[config.mk]
export PLATFORM = sky130hd
export DESIGN_NAME = nina_boot_sequencer
export DESIGN_NICKNAME = d
export VERILOG_FILES = /design/src/rtl/nina_boot_sequencer.sv
export SDC_FILE = /design/constraint.sdc
export NUM_CORES = 1
export LEC_CHECK = 0
export CAP_MARGIN = 5
export CORE_MARGIN = 1
export CORE_UTILIZATION = 40
export CTS_BUF_LIST = sky130_fd_sc_hd__clkbuf_16
export CTS_CLUSTER_SIZE = 16
export DETAILED_ROUTE_END_ITERATION = 8
export PLACE_DENSITY = 0.62
export RECOVER_POWER = 50
export SLEW_MARGIN = 20
export SYNTH_ARGS = -nofsm -noshare
export SYNTH_HDL_FRONTEND = slang
export SYNTH_SLANG_ARGS = --single-unit
export TNS_END_PERCENT = 5
[constraint.sdc]
create_clock -name iCLK -period 5.3 [get_ports iCLK]
set_input_delay 0.795 -clock iCLK [delete_from_list [all_inputs] [get_ports iCLK]]
set_output_delay 0.795 -clock iCLK [all_outputs]
set_load 0.005 [all_outputs]
[src/rtl/nina_boot_sequencer.sv]
// NINA ESP32 EN/GPIO0 boot sequencer: arbitrates buttons, host DTR/RTS
// and software requests into run or download-mode reset sequences.
module nina_boot_sequencer #(
   parameter int DEBOUNCE_CYCLES    = 80000,
   parameter int RESET_PULSE_CYCLES = 800000,
   parameter int BOOT_HOLD_CYCLES   = 400000,
   parameter int CNT_W              = 24
) (
   input  logic iCLK,
   input  logic iRESET,
   input  logic iRESET_BTNn,
   input  logic iBOOT_BTNn,
   input  logic iDTRn,
   input  logic iRTSn,
   input  logic iSW_RUN,
   input  logic iSW_BOOT,
   output logic oWM_RESETn,
   output logic oWM_BOOT,
   output logic oBUSY,
   output logic oMODE,
   output logic oUART_EN
);

   typedef enum logic [1:0] {
      IDLE,
      RST_ASSERT,
      HOST_RST,
      BOOT_HOLD
   } state_e;

   localparam logic [CNT_W-1:0] DB_LAST   = CNT_W'(DEBOUNCE_CYCLES - 1);
   localparam logic [CNT_W-1:0] RST_LAST  = CNT_W'(RESET_PULSE_CYCLES - 1);
   localparam logic [CNT_W-1:0] HOLD_LAST = CNT_W'(BOOT_HOLD_CYCLES - 1);

   // bit order: {reset button, boot button, DTR, RTS}
   logic [3:0] s1_q;
   logic [3:0] s2_q;
   logic [1:0] btn_sync;
   logic [1:0] btn_acc;
   logic       btn_prev_q;
   logic       rts_prev_q;

   state_e           state_q, state_d;
   logic [CNT_W-1:0] timer_q, timer_d;
   logic             mode_q, mode_d;
   logic             en_d, boot_d;
   logic             en_q, boot_q, busy_q, uart_q;

   logic host_evt;
   logic btn_evt;
   logic sw_evt;

   always_ff @(posedge iCLK or posedge iRESET) begin
      if (iRESET) begin
         s1_q       <= '1;
         s2_q       <= '1;
         btn_prev_q <= 1'b1;
         rts_prev_q <= 1'b1;
      end else begin
         s1_q       <= {iRESET_BTNn, iBOOT_BTNn, iDTRn, iRTSn};
         s2_q       <= s1_q;
         btn_prev_q <= btn_acc[1];
         rts_prev_q <= s2_q[0];
      end
   end

   assign btn_sync = s2_q[3:2];

   for (genvar g = 0; g < 2; g++) begin : g_db
      logic             acc_q;
      logic [CNT_W-1:0] cnt_q;

      always_ff @(posedge iCLK or posedge iRESET) begin
         if (iRESET) begin
            acc_q <= 1'b1;
            cnt_q <= '0;
         end else if (btn_sync[g] == acc_q) begin
            cnt_q <= '0;
         end else if (cnt_q == DB_LAST) begin
            acc_q <= btn_sync[g];
            cnt_q <= '0;
         end else begin
            cnt_q <= cnt_q + 1'b1;
         end
      end

      assign btn_acc[g] = acc_q;
   end

   assign host_evt = rts_prev_q & ~s2_q[0];
   assign btn_evt  = btn_prev_q & ~btn_acc[1];
   assign sw_evt   = iSW_RUN | iSW_BOOT;

   always_comb begin
      state_d = state_q;
      timer_d = timer_q + 1'b1;
      mode_d  = mode_q;
      unique case (state_q)
         IDLE: begin
            timer_d = '0;
            if (host_evt) begin
               state_d = HOST_RST;
               mode_d  = ~s2_q[1];
            end else if (btn_evt) begin
               state_d = RST_ASSERT;
               mode_d  = ~btn_acc[0];
            end else if (sw_evt) begin
               state_d = RST_ASSERT;
               mode_d  = iSW_BOOT;
            end
         end
         RST_ASSERT: begin
            if (timer_q == RST_LAST) begin
               state_d = mode_q ? BOOT_HOLD : IDLE;
               timer_d = '0;
            end
         end
         HOST_RST: begin
            // minimum pulse reached: hold here until the host lets RTS go
            if (timer_q == RST_LAST) begin
               timer_d = timer_q;
               if (s2_q[0]) begin
                  mode_d  = ~s2_q[1];
                  state_d = mode_d ? BOOT_HOLD : IDLE;
                  timer_d = '0;
               end
            end
         end
         BOOT_HOLD: begin
            if (timer_q == HOLD_LAST) begin
               state_d = IDLE;
               timer_d = '0;
            end
         end
         default: begin
            state_d = IDLE;
            timer_d = '0;
         end
      endcase
   end

   always_comb begin
      en_d   = 1'b1;
      boot_d = 1'b1;
      unique case (state_d)
         RST_ASSERT: begin
            en_d   = 1'b0;
            boot_d = ~mode_d;
         end
         HOST_RST:  en_d = 1'b0;
         BOOT_HOLD: boot_d = 1'b0;
         default: ;
      endcase
   end

   always_ff @(posedge iCLK or posedge iRESET) begin
      if (iRESET) begin
         state_q <= RST_ASSERT;
         timer_q <= '0;
         mode_q  <= 1'b0;
         en_q    <= 1'b0;
         boot_q  <= 1'b1;
         busy_q  <= 1'b1;
         uart_q  <= 1'b0;
      end else begin
         state_q <= state_d;
         timer_q <= timer_d;
         mode_q  <= mode_d;
         en_q    <= en_d;
         boot_q  <= boot_d;
         busy_q  <= (state_d != IDLE);
         uart_q  <= en_d;
      end
   end

   assign oWM_RESETn = en_q;
   assign oWM_BOOT   = boot_q;
   assign oBUSY      = busy_q;
   assign oMODE      = mode_q;
   assign oUART_EN   = uart_q;

endmodule

==> results of run 1 <==
-- cells in the mapped netlist, drive strengths merged (2+ instances only) --
cell type / n
nor2: 91
dfrtp: 75
xnor2: 37
nand3: 30
xor2: 29
nand2: 28
nand4: 21
inv: 18
nor3: 17
dfstp: 15
o21ai: 12
ha: 11
a21oi: 7
and3: 7
buf: 7
nor4: 7
or2: 4
a21o: 3
nand2b: 3
nor2b: 3
or3: 3
and2: 2
clkbuf: 2
mux2: 2
nand3b: 2
nor3b: 2
o211ai: 2
or4b: 2
-- cell type report --
class / count / area (sq um) / area share, %
sequential: 90 / 2270 / 45.3
multi-input combinational: 337 / 2090 / 41.6
inverter: 18 / 68.8 / 1.37
clock inverter: 7 / 55.1 / 1.10
timing repair buffer: 13 / 128 / 2.55
clock buffer: 9 / 225 / 4.50
tap: 140 / 175 / 3.50
-- sequential cells by signal (all words and copies together) (netlist names), 2 cells and up --
register,flops
timer_q,24
state_q,2
g_db.cnt_q,48
s1_q,4
g_db.acc_q,2
s2_q,4
-- worst register-to-register path, cell delays in order, from the launching register on --
cell and delay (ns):
dfrtp_1 0.39, ha_1 0.22, and4_1 0.26, nand4_1 0.32
or2_2 0.45, a21oi_2 0.14, nor2_1 0.07, o32ai_1 0.39
ha_1 0.24, mux2i_1 0.18
-- cell usage in the layout (no fill, tap or decap), drive strengths merged, types with 3 or more instances in the layout --
cell / n
and3: 7
nor2b: 3
nor3: 17
nand2b: 3
nand3: 30
or2: 4
o21ai: 12
ha: 11
nand4: 21
xor2: 29
inv: 21
clkdlybuf4s50: 5
dfrtp: 75
nor2: 91
nand2: 28
xnor2: 37
a21oi: 7
or3: 3
clkbuf: 9
dfstp: 15
a21o: 3
dlygate4sd3: 7
nor4: 7
-- cell families after synthesis --
logic type	count (synthesis)
adders and majority gates	11
muxes	3
and+or+nand+nor	225
AOI/OAI and AO/OA	32
buffers and inverters	27
DFF	90
xor gates and xnor gates	66
-- power by group --
group,internal (W),leakage (nW),switching [W],total [W]
Clock,0.000357,0.154,0.000247,0.000604
Sequential,0.000697,1.18,0.00000656,0.000704
Combinational,0.00000992,0.736,0.0000242,0.0000341
Total,0.00106,2.07,0.000278,0.00134
-- final timing paths --
check | from | endpoint | slack (ns) | cells after the start
min | s1_q[1] | s2_q[1] | 0.35 | 0
min reg2reg | s1_q[1] | s2_q[1] | 0.35 | 0
max | iRESET | g_db[0].acc_q | 2.40 | 3
max in group iCLK | timer_q[0] | oWM_BOOT | 2.58 | 9
max reg2reg | timer_q[0] | oWM_BOOT | 2.58 | 9
min in group asynchronous | iRESET | g_db[1].cnt_q[13] | 1.57 | 2
-- per-stage QoR --
step,power [W],hold WS (ns),cells,utilization (%)
floorplan,0.000739,0.345,454,-
global placement,0.000752,0.346,598,43.5
detailed placement,0.000753,0.347,598,43.5
CTS,0.00136,0.354,614,46.1
global route,0.00139,0.355,614,46.0
finish,0.00134,0.353,614,46.0
-- routing by layer --
layer / GRT usage [%] / vias up / part of all wire, %
li1: - / 1559 / -
met5: 0 / - / 0
met1: 21.1 / 1558 / 48
met3: 2.78 / 11 / 2.8
met2: 25.3 / 57 / 47
met4: 8.32 / 0 / 2.1
==> results_dict.tcl, run 1 <==
set metrics [dict create \
    status "finished with violations" \
    violations "capacitance limit, slew limit" \
    slowest_stage "clkinvlp_2" \
    ir_worst_vdd_mv 0.161 \
    crit_chain "dlygate4sd3_1 > clkinvlp_2 > buf_4" \
    hold_viol_final 0 \
    cp_max_fo 55 \
    place_hpwl_um 5590 \
    numClockSinks 90 \
    synth_top_family_by_area "simple AND/OR/NAND/NOR gates" \
    routed_wl_um 8260 \
    slew_viol_final 56 \
    critPathMaxStageDelay_ns 1.38 \
    antenna_found_initial 0 \
    worst_slack_ns 2.40 \
    worst_pin_slew_ns 2.40 \
    crit_path_end_kind "asynchronous set/reset pin" \
    synth_xor_area_share_pct 12.9 \
    fmax_ghz 0.345 \
    gr-usage-all-layers_pct 16.0 \
    worstPathArrival_ns 3.34 \
    rsz0062_at_grt "no" \
    avgViaCountPerCell 5.19 \
    post-cts-setup-buffers 0 \
    ys_warn_count 0 \
    first_pass_iters 4 \
    synth_compound_area_share_pct 5.08 \
    ys.flop_type "dfrtp_1" \
    critPathRequiredTime_ns 5.74 \
    rows 38 \
    dieArea_sq_um 11600 \
    first_iter_violations 160 \
    syn-num-nets 473 \
    cts.htree.levels 3 \
    synthArstFlopShare_pct 100 \
    numCtsBuffers 9 \
    relSlewSlack_pct -60.9 \
    fillers 1056 \
    cts_tree "yes" \
    final_area_sq_um 5010 \
    synth_fa_ha_area_share_pct 3.07 \
    syn-instance-count 454 \
    diodes 0 \
    drt-wirelength-per-cell_um 13.4 \
    power-per-cell-area_nw_per_um2 268 \
    insertion_delay_ns 0.34 \
    place_area_sq_um 4730 \
    yosys_register_bits 90 \
    period_needed_ns 2.90 \
    clkTransAtPathRegs_ns 0.06 \
    die-height_um 108 \
    drv_cap 1 \
    drtAntennaViolNets 0 \
    core_sq_um 10900 \
    die_width_um 108 \
    area_delta_synth_final_pct 11.6 \
    avgSynthCellArea_sq_um 9.88 \
    grt_first_pass_wirelength_um 14500 \
    cts_hold_buf 0 \
    path_class "input pin to asynchronous set/reset pin" \
    hold_path_class "flip-flop to flip-flop" \
    syn_area_sq_um 4490 \
    cpLargestDelayFamily "buffers and inverters" \
    synth_top_area_share_pct 41.8 \
    portBuffers 12 \
    leakagePower_nw 2.07 \
    synth-edff-count 0 \
    yosysSeqAreaShare_pct 50.6 \
    finalSetupTns_ns 0 \
    ctsRootBufferMaster "clkbuf_16" \
    ys_types 49 \
    initial_core_util_pct 41.2 \
    synth_mux_area_share_pct 0.725 \
    setup_violations 0 \
    grt_pass1_vias 3160 \
    synth_simple_gate_area_share_pct 24.9 \
    vias 3185 \
    synth_top_area_cell "dfrtp_1" \
    cts_resized 0 \
    fin_crit_sh_pct 54.7 \
    critical_path_buf_inv_count 3 \
    grt_max_degree 56 \
    clock-skew-final_ns 0.00821 \
    place_ws_ns 2.74 \
    cts_buffer_depth 2 \
    finalNetCount 488 \
    ios 13 \
    grt-ovfl-total 0 \
    start_kind "input pin" \
    drive_gt1_share_pct 8.86 \
    drc 0 \
    gp_congestion 0.808 \
    ys_top_cells_by_area "dfrtp_1 (42%), dfstp_2 (8.8%), nor2_1 (7.5%)" \
]
Power figures use the tool's default switching activity.
==> inputs of run 2 (changes only) <==
PLACE_DENSITY = 0.64   (was 0.62)
clock period = 2.4 ns   (was 5.3 ns; I/O delays follow)
==> run 2 against run 1 <==
Compared with the run above:
- count of clock-buffer cells in the layout stayed put
- largest cell class unchanged
- critical path depth is 4 higher
- die area stayed put
- cell count is 2.4% higher
- combinational power is 120% higher
- clock skew is 0.0027 ns lower
- global-route usage is 0.27 points higher
- the run now ends clean
- clock power is 120% higher
- flip-flop and latch count stayed put
- register-to-register slack worse by 2.5 ns
- total power is 120% higher
- sequential share of layout area is 1.6 points lower
==> results_dict.tcl, run 2 (same netlist as run 1, synthesis figures left out) <==
set metrics [dict create \
    worst_pin_slew_ns 1.18 \
    drtAntennaViolNets 0 \
    period_needed_ns 2.30 \
    first_pass_iters 4 \
    cts_tree "yes" \
    seq_power_share_pct 52.1 \
    largest_reg_flops 48 \
    top_layer "met4" \
    die_width_um 108 \
    dieArea_sq_um 11600 \
    layout_commonest_cell "nor2_1" \
    first_iter_violations 197 \
    fin_crit_sh_pct 95.9 \
    grt_max_degree 91 \
    cts_hold_buf 0 \
    crit_path_end_kind "flip-flop" \
    worst_slack_ns 0.0988 \
    status "finished clean" \
    critPathRequiredTime_ns 2.67 \
    place_hpwl_um 5730 \
    grt-ovfl-total 0 \
    top_regs "g_db.cnt_q (48), timer_q (24)" \
    drc 0 \
    gp_congestion 0.841 \
    drv_cap 0 \
    rows 38 \
    route.met2.wl_um 4080 \
    rsz0062_at_grt "no" \
    core_sq_um 10900 \
    grt_first_pass_wirelength_um 14600 \
    finalPower_w 0.00298 \
    pwr-share-comb_pct 2.5 \
    place_ws_ns -0.0378 \
    leakagePower_nw 2.14 \
    hold_viol_final 0 \
    mostFrequentLayoutCells "nor2_1 (90), dfrtp_1 (74), xnor2_1 (37)" \
    ios 13 \
    initial_core_util_pct 41.2 \
    finalNetCount 503 \
    clkPwrFrac_pct 45.3 \
    slew_viol_final 0 \
    p_sw_share_pct 21.2 \
    power_switching_w 0.000631 \
    avgViaCountPerCell 5.14 \
    vias 3230 \
    diodes 0 \
    start_kind "flip-flop" \
    insertion_delay_ns 0.34 \
    portBuffers 12 \
    relSlewSlack_pct 21.0 \
    wl_met3_um 206 \
    antenna_found_initial 0 \
    wirelength_met1_um 4110 \
    worstPathArrival_ns 2.57 \
    numClockSinks 90 \
    power-per-cell-area_nw_per_um2 574 \
    fmax_ghz 0.435 \
    grt_pass1_vias 3147 \
    drt-wirelength-per-cell_um 13.6 \
    numCtsBuffers 9 \
    die-height_um 108 \
    max_flop_register "g_db.cnt_q" \
    path_class "flip-flop to flip-flop" \
    cts.htree.levels 3 \
    setup_violations 0 \
    area_delta_synth_final_pct 15.7 \
    cp_max_fo 4 \
    clock-skew-final_ns 0.00549 \
    routed_wl_um 8550 \
    p_int_w 0.00235 \
    drive_gt1_share_pct 13.9 \
    gr-usage-all-layers_pct 16.3 \
    clkTransAtPathRegs_ns 0.06 \
    ctsRootBufferMaster "clkbuf_16" \
    hold_path_class "flip-flop to flip-flop" \
    ir_worst_vdd_mv 0.369 \
    cts_buffer_depth 2 \
]
## run 2: worst max-delay path, stage by stage (launching register included)
cell and delay, ns:
dfrtp_1 0.41, or4b_4 0.57, o41ai_4 0.38, inv_2 0.09
nor3_4 0.26, o32ai_4 0.14, ha_2 0.22, mux2i_1 0.15
## run 2: area by class of cell
| cell class | instances | area [sq um] |
|---|---|---|
| clock inverter | 7 | 55.1 |
| multi-input combinational | 337 | 2150 |
| tap | 140 | 175 |
| fill | 1004 | 5700 |
| inverter | 18 | 71.3 |
| sequential | 90 | 2270 |
| timing repair buffer | 28 | 240 |
| clock buffer | 9 | 225 |
## run 2: final timing paths
kind,endpoint,slack (ns),depth (start not counted),startpoint
min in group asynchronous,g_db[1].cnt_q[1],0.95,3,iRESET
hold reg to reg,s2_q[3],0.35,0,s1_q[3]
max in group asynchronous,timer_q[22],0.64,3,iRESET
hold / removal,s2_q[3],0.35,0,s1_q[3]
setup / recovery,oWM_BOOT,0.1,7,timer_q[10]
setup reg to reg,oWM_BOOT,0.1,7,timer_q[10]
## run 2: power by group through the flow
stage               Clock [W]  Combinational [W]  Sequential (W)
floorplan                   0          0.0000552         0.00158
global placement            0          0.0000824         0.00158
global route          0.00145          0.0000891         0.00156
finish                0.00135          0.0000753         0.00155
detailed placement          0          0.0000831         0.00158
CTS                   0.00137          0.0000835         0.00155
## run 2: stage by stage
stage	instance area [sq um]	hold slack [ns]	util [%]	std cells	setup TNS, ns
5_1_grt	5190	0.357	47.7	629	0
2_1_floorplan	4490	0.345	-	454	0
3_5_place_dp	4850	0.347	44.6	612	-0.0378
6_report	5190	0.355	47.7	629	0
4_1_cts	5140	0.356	47.2	628	0
3_3_place_gp	4850	0.345	44.6	612	0
## run 2: repair_timing
item | CTS | global route
buffers inserted | 0 | 1
pin swaps | 0 | 5
endpoints found under the hold margin | 0 | 0
cloned | 0 | 0
resized for setup | 1 | 14
endpoints found under the setup margin | 1 | 2
## run 2: per-layer routing
layer	GRT usage, %	vias to the layer above
li1	-	1597
met1	21.3	1593
met2	25.5	27
met3	3.57	13
met4	8.12	0
met5	0	-
==> inputs of run 3 (changes only) <==
REMOVE_ABC_BUFFERS = 1   (was default)
==> run 3 against run 2 <==
Compared with the run above:
- cell area is 1.3% higher
- utilization is 0.64 points higher
- total power is 9.7% higher
- die area stayed put
- register-to-register slack better by 0.02 ns
- clock skew is 0.00067 ns lower
- non-clock buffer count is 2 higher
- sequential share of layout area is 0.61 points lower
- maximum frequency is 0.81% higher
- critical endpoint unchanged
==> results_dict.tcl, run 3 (same netlist as run 1, synthesis figures left out) <==
set metrics [dict create \
    critical_path_buf_inv_count 0 \
    worstPathArrival_ns 2.55 \
    drtAntennaViolNets 0 \
    ir_worst_vdd_mv 0.460 \
    relSlewSlack_pct 18.9 \
    critPathRequiredTime_ns 2.67 \
    gp_congestion 0.806 \
    cts_tree "yes" \
    insertion_delay_ns 0.35 \
    critPathMaxStageDelay_ns 0.42 \
    hold_path_class "flip-flop to flip-flop" \
    slew_viol_final 0 \
    diodes 0 \
    crit_path_end_kind "flip-flop" \
    portBuffers 12 \
    mostFrequentLayoutCells "nor2_1 (89), dfrtp_1 (75), xnor2_1 (37)" \
    drt-wirelength-per-cell_um 13.5 \
    place_area_sq_um 4880 \
    fmax_ghz 0.438 \
    core_sq_um 10900 \
    drc 0 \
    worstSetupStartpoint "timer_q[8]" \
    first_pass_iters 4 \
    layout_commonest_cell "nor2_1" \
    worst_pin_slew_ns 1.21 \
    p_int_w 0.00260 \
    avgViaCountPerCell 5.10 \
    antenna_found_initial 0 \
    top_regs "g_db.cnt_q (48), timer_q (24)" \
    reg2reg_from "timer_q[8]" \
    worst_slack_ns 0.117 \
    power_switching_w 0.000670 \
    setup_violations 0 \
    hold_start "s1_q[1]" \
    power-per-cell-area_nw_per_um2 622 \
    status "finished clean" \
    slowest_stage "dfrtp_1" \
    grt_max_degree 41 \
    grt-ovfl-total 0 \
    drv_cap 0 \
    seq_power_share_pct 47.5 \
    final_area_sq_um 5260 \
    place_ws_ns -0.0246 \
    first_iter_violations 145 \
    clkTransAtPathRegs_ns 0.06 \
    fin_crit_sh_pct 95.1 \
    area_delta_synth_final_pct 17.2 \
    die_width_um 108 \
    clock-skew-final_ns 0.00482 \
    ctsRootBufferMaster "clkbuf_16" \
    path_class "flip-flop to flip-flop" \
    dieArea_sq_um 11600 \
    leakagePower_nw 2.17 \
    cts.htree.levels 3 \
    crit_chain "nor4_4 > nand4_4 > or2_4 > a21oi_2 > nor2_1 > o32ai_2 > ha_2 > mux2i_1" \
    initial_core_util_pct 41.2 \
    period_needed_ns 2.28 \
    ios 13 \
    cp_max_fo 5 \
    numCtsBuffers 9 \
    cts_buffer_depth 2 \
    hold_viol_final 0 \
    routed_wl_um 8530 \
    whs_ns 0.356 \
    numClockSinks 90 \
    place_hpwl_um 5930 \
    grt_pass1_vias 3240 \
    die-height_um 108 \
    largest_reg_flops 48 \
    gr-usage-all-layers_pct 16.6 \
    drive_gt1_share_pct 14.3 \
    clkPwrFrac_pct 50.1 \
    cpLargestDelayFamily "simple AND/OR/NAND/NOR gates" \
    finalNetCount 505 \
    grt_first_pass_wirelength_um 15000 \
    p_sw_share_pct 20.5 \
    pwr-share-comb_pct 2.3 \
    rows 38 \
    max_flop_register "g_db.cnt_q" \
    vias 3218 \
    start_kind "flip-flop" \
]
==> run 3: changes by cell type in the layout (fill, tap and decap cells not counted), moves of 2 or more <==
| cell | previous run | this run |
|---|---|---|
| clkbuf_16 | 9 | 11 |
| clkinv_2 | 2 | 0 |
| clkinv_4 | 0 | 2 |
| inv_1 | 19 | 17 |
==> run 3: power groups by stage <==
stage / registers (W) / clock network (W) / logic, W
after detailed placement: 0.00158 / 0 / 0.0000876
after floorplan: 0.00158 / 0 / 0.0000502
after global placement: 0.00158 / 0 / 0.0000862
after CTS: 0.00155 / 0.00170 / 0.0000879
final: 0.00155 / 0.00164 / 0.0000763
after global routing: 0.00156 / 0.00176 / 0.0000919
==> run 3: path summary, 6_finish.rpt <==
| check | end | slack [ns] | depth (start not counted) |
|---|---|---|---|
| worst max-delay path | oWM_BOOT | 0.12 | 8 |
| worst min-delay path | s2_q[1] | 0.36 | 0 |
| worst max register to register | oWM_BOOT | 0.12 | 8 |
| worst min register to register | s2_q[1] | 0.36 | 0 |
| max in group asynchronous | s2_q[2] | 0.53 | 3 |
| min in group asynchronous | oMODE | 0.72 | 2 |
==> run 3: area by class of cell <==
type	instances	area, sq um
well taps	140	175
clock buffers	11	275
fillers	998	5630
inverters	18	68.8
flip-flops and latches	90	2270
repair buffers	30	253
clock inverters	5	81.3
multi-input cells	337	2140
==> run 3: worst register-to-register path, delay by kind of cell (launching register included) <==
family	cells	cell delay (ns)
simple gates	4	0.87
compound gates	2	0.48
flops	1	0.42
fa+ha+maj	1	0.27
mux	1	0.18
==> run 3: repair_timing <==
item                                    in CTS  in global routing
hold buffers                                 0                  0
setup buffers                                0                  1
endpoints found under the setup margin       1                  2
resized for setup                            1                 10
pin swaps                                    0                  3
==> run 3: per-layer routing <==
metal | GRT usage [%] | up-vias | wire length [um]
li1 | - | 1605 | -
met1 | 21.6 | 1565 | 4110
met2 | 25.9 | 35 | 4000
met3 | 4.84 | 13 | 304
met4 | 6.46 | 0 | 116
met5 | 0 | - | 0
==> run 3: per-stage QoR <==
| step | util (%) | total power (W) | setup TNS [ns] | cells |
|---|---|---|---|---|
| after floorplan | - | 0.00163 | -20.28 | 445 |
| after global placement | 44.8 | 0.00167 | 0 | 614 |
| after detailed placement | 44.8 | 0.00167 | -0.0246 | 614 |
| after CTS | 48.2 | 0.00334 | 0 | 630 |
| after global routing | 48.3 | 0.00341 | -0.0157 | 631 |
| final | 48.3 | 0.00327 | 0 | 631 |
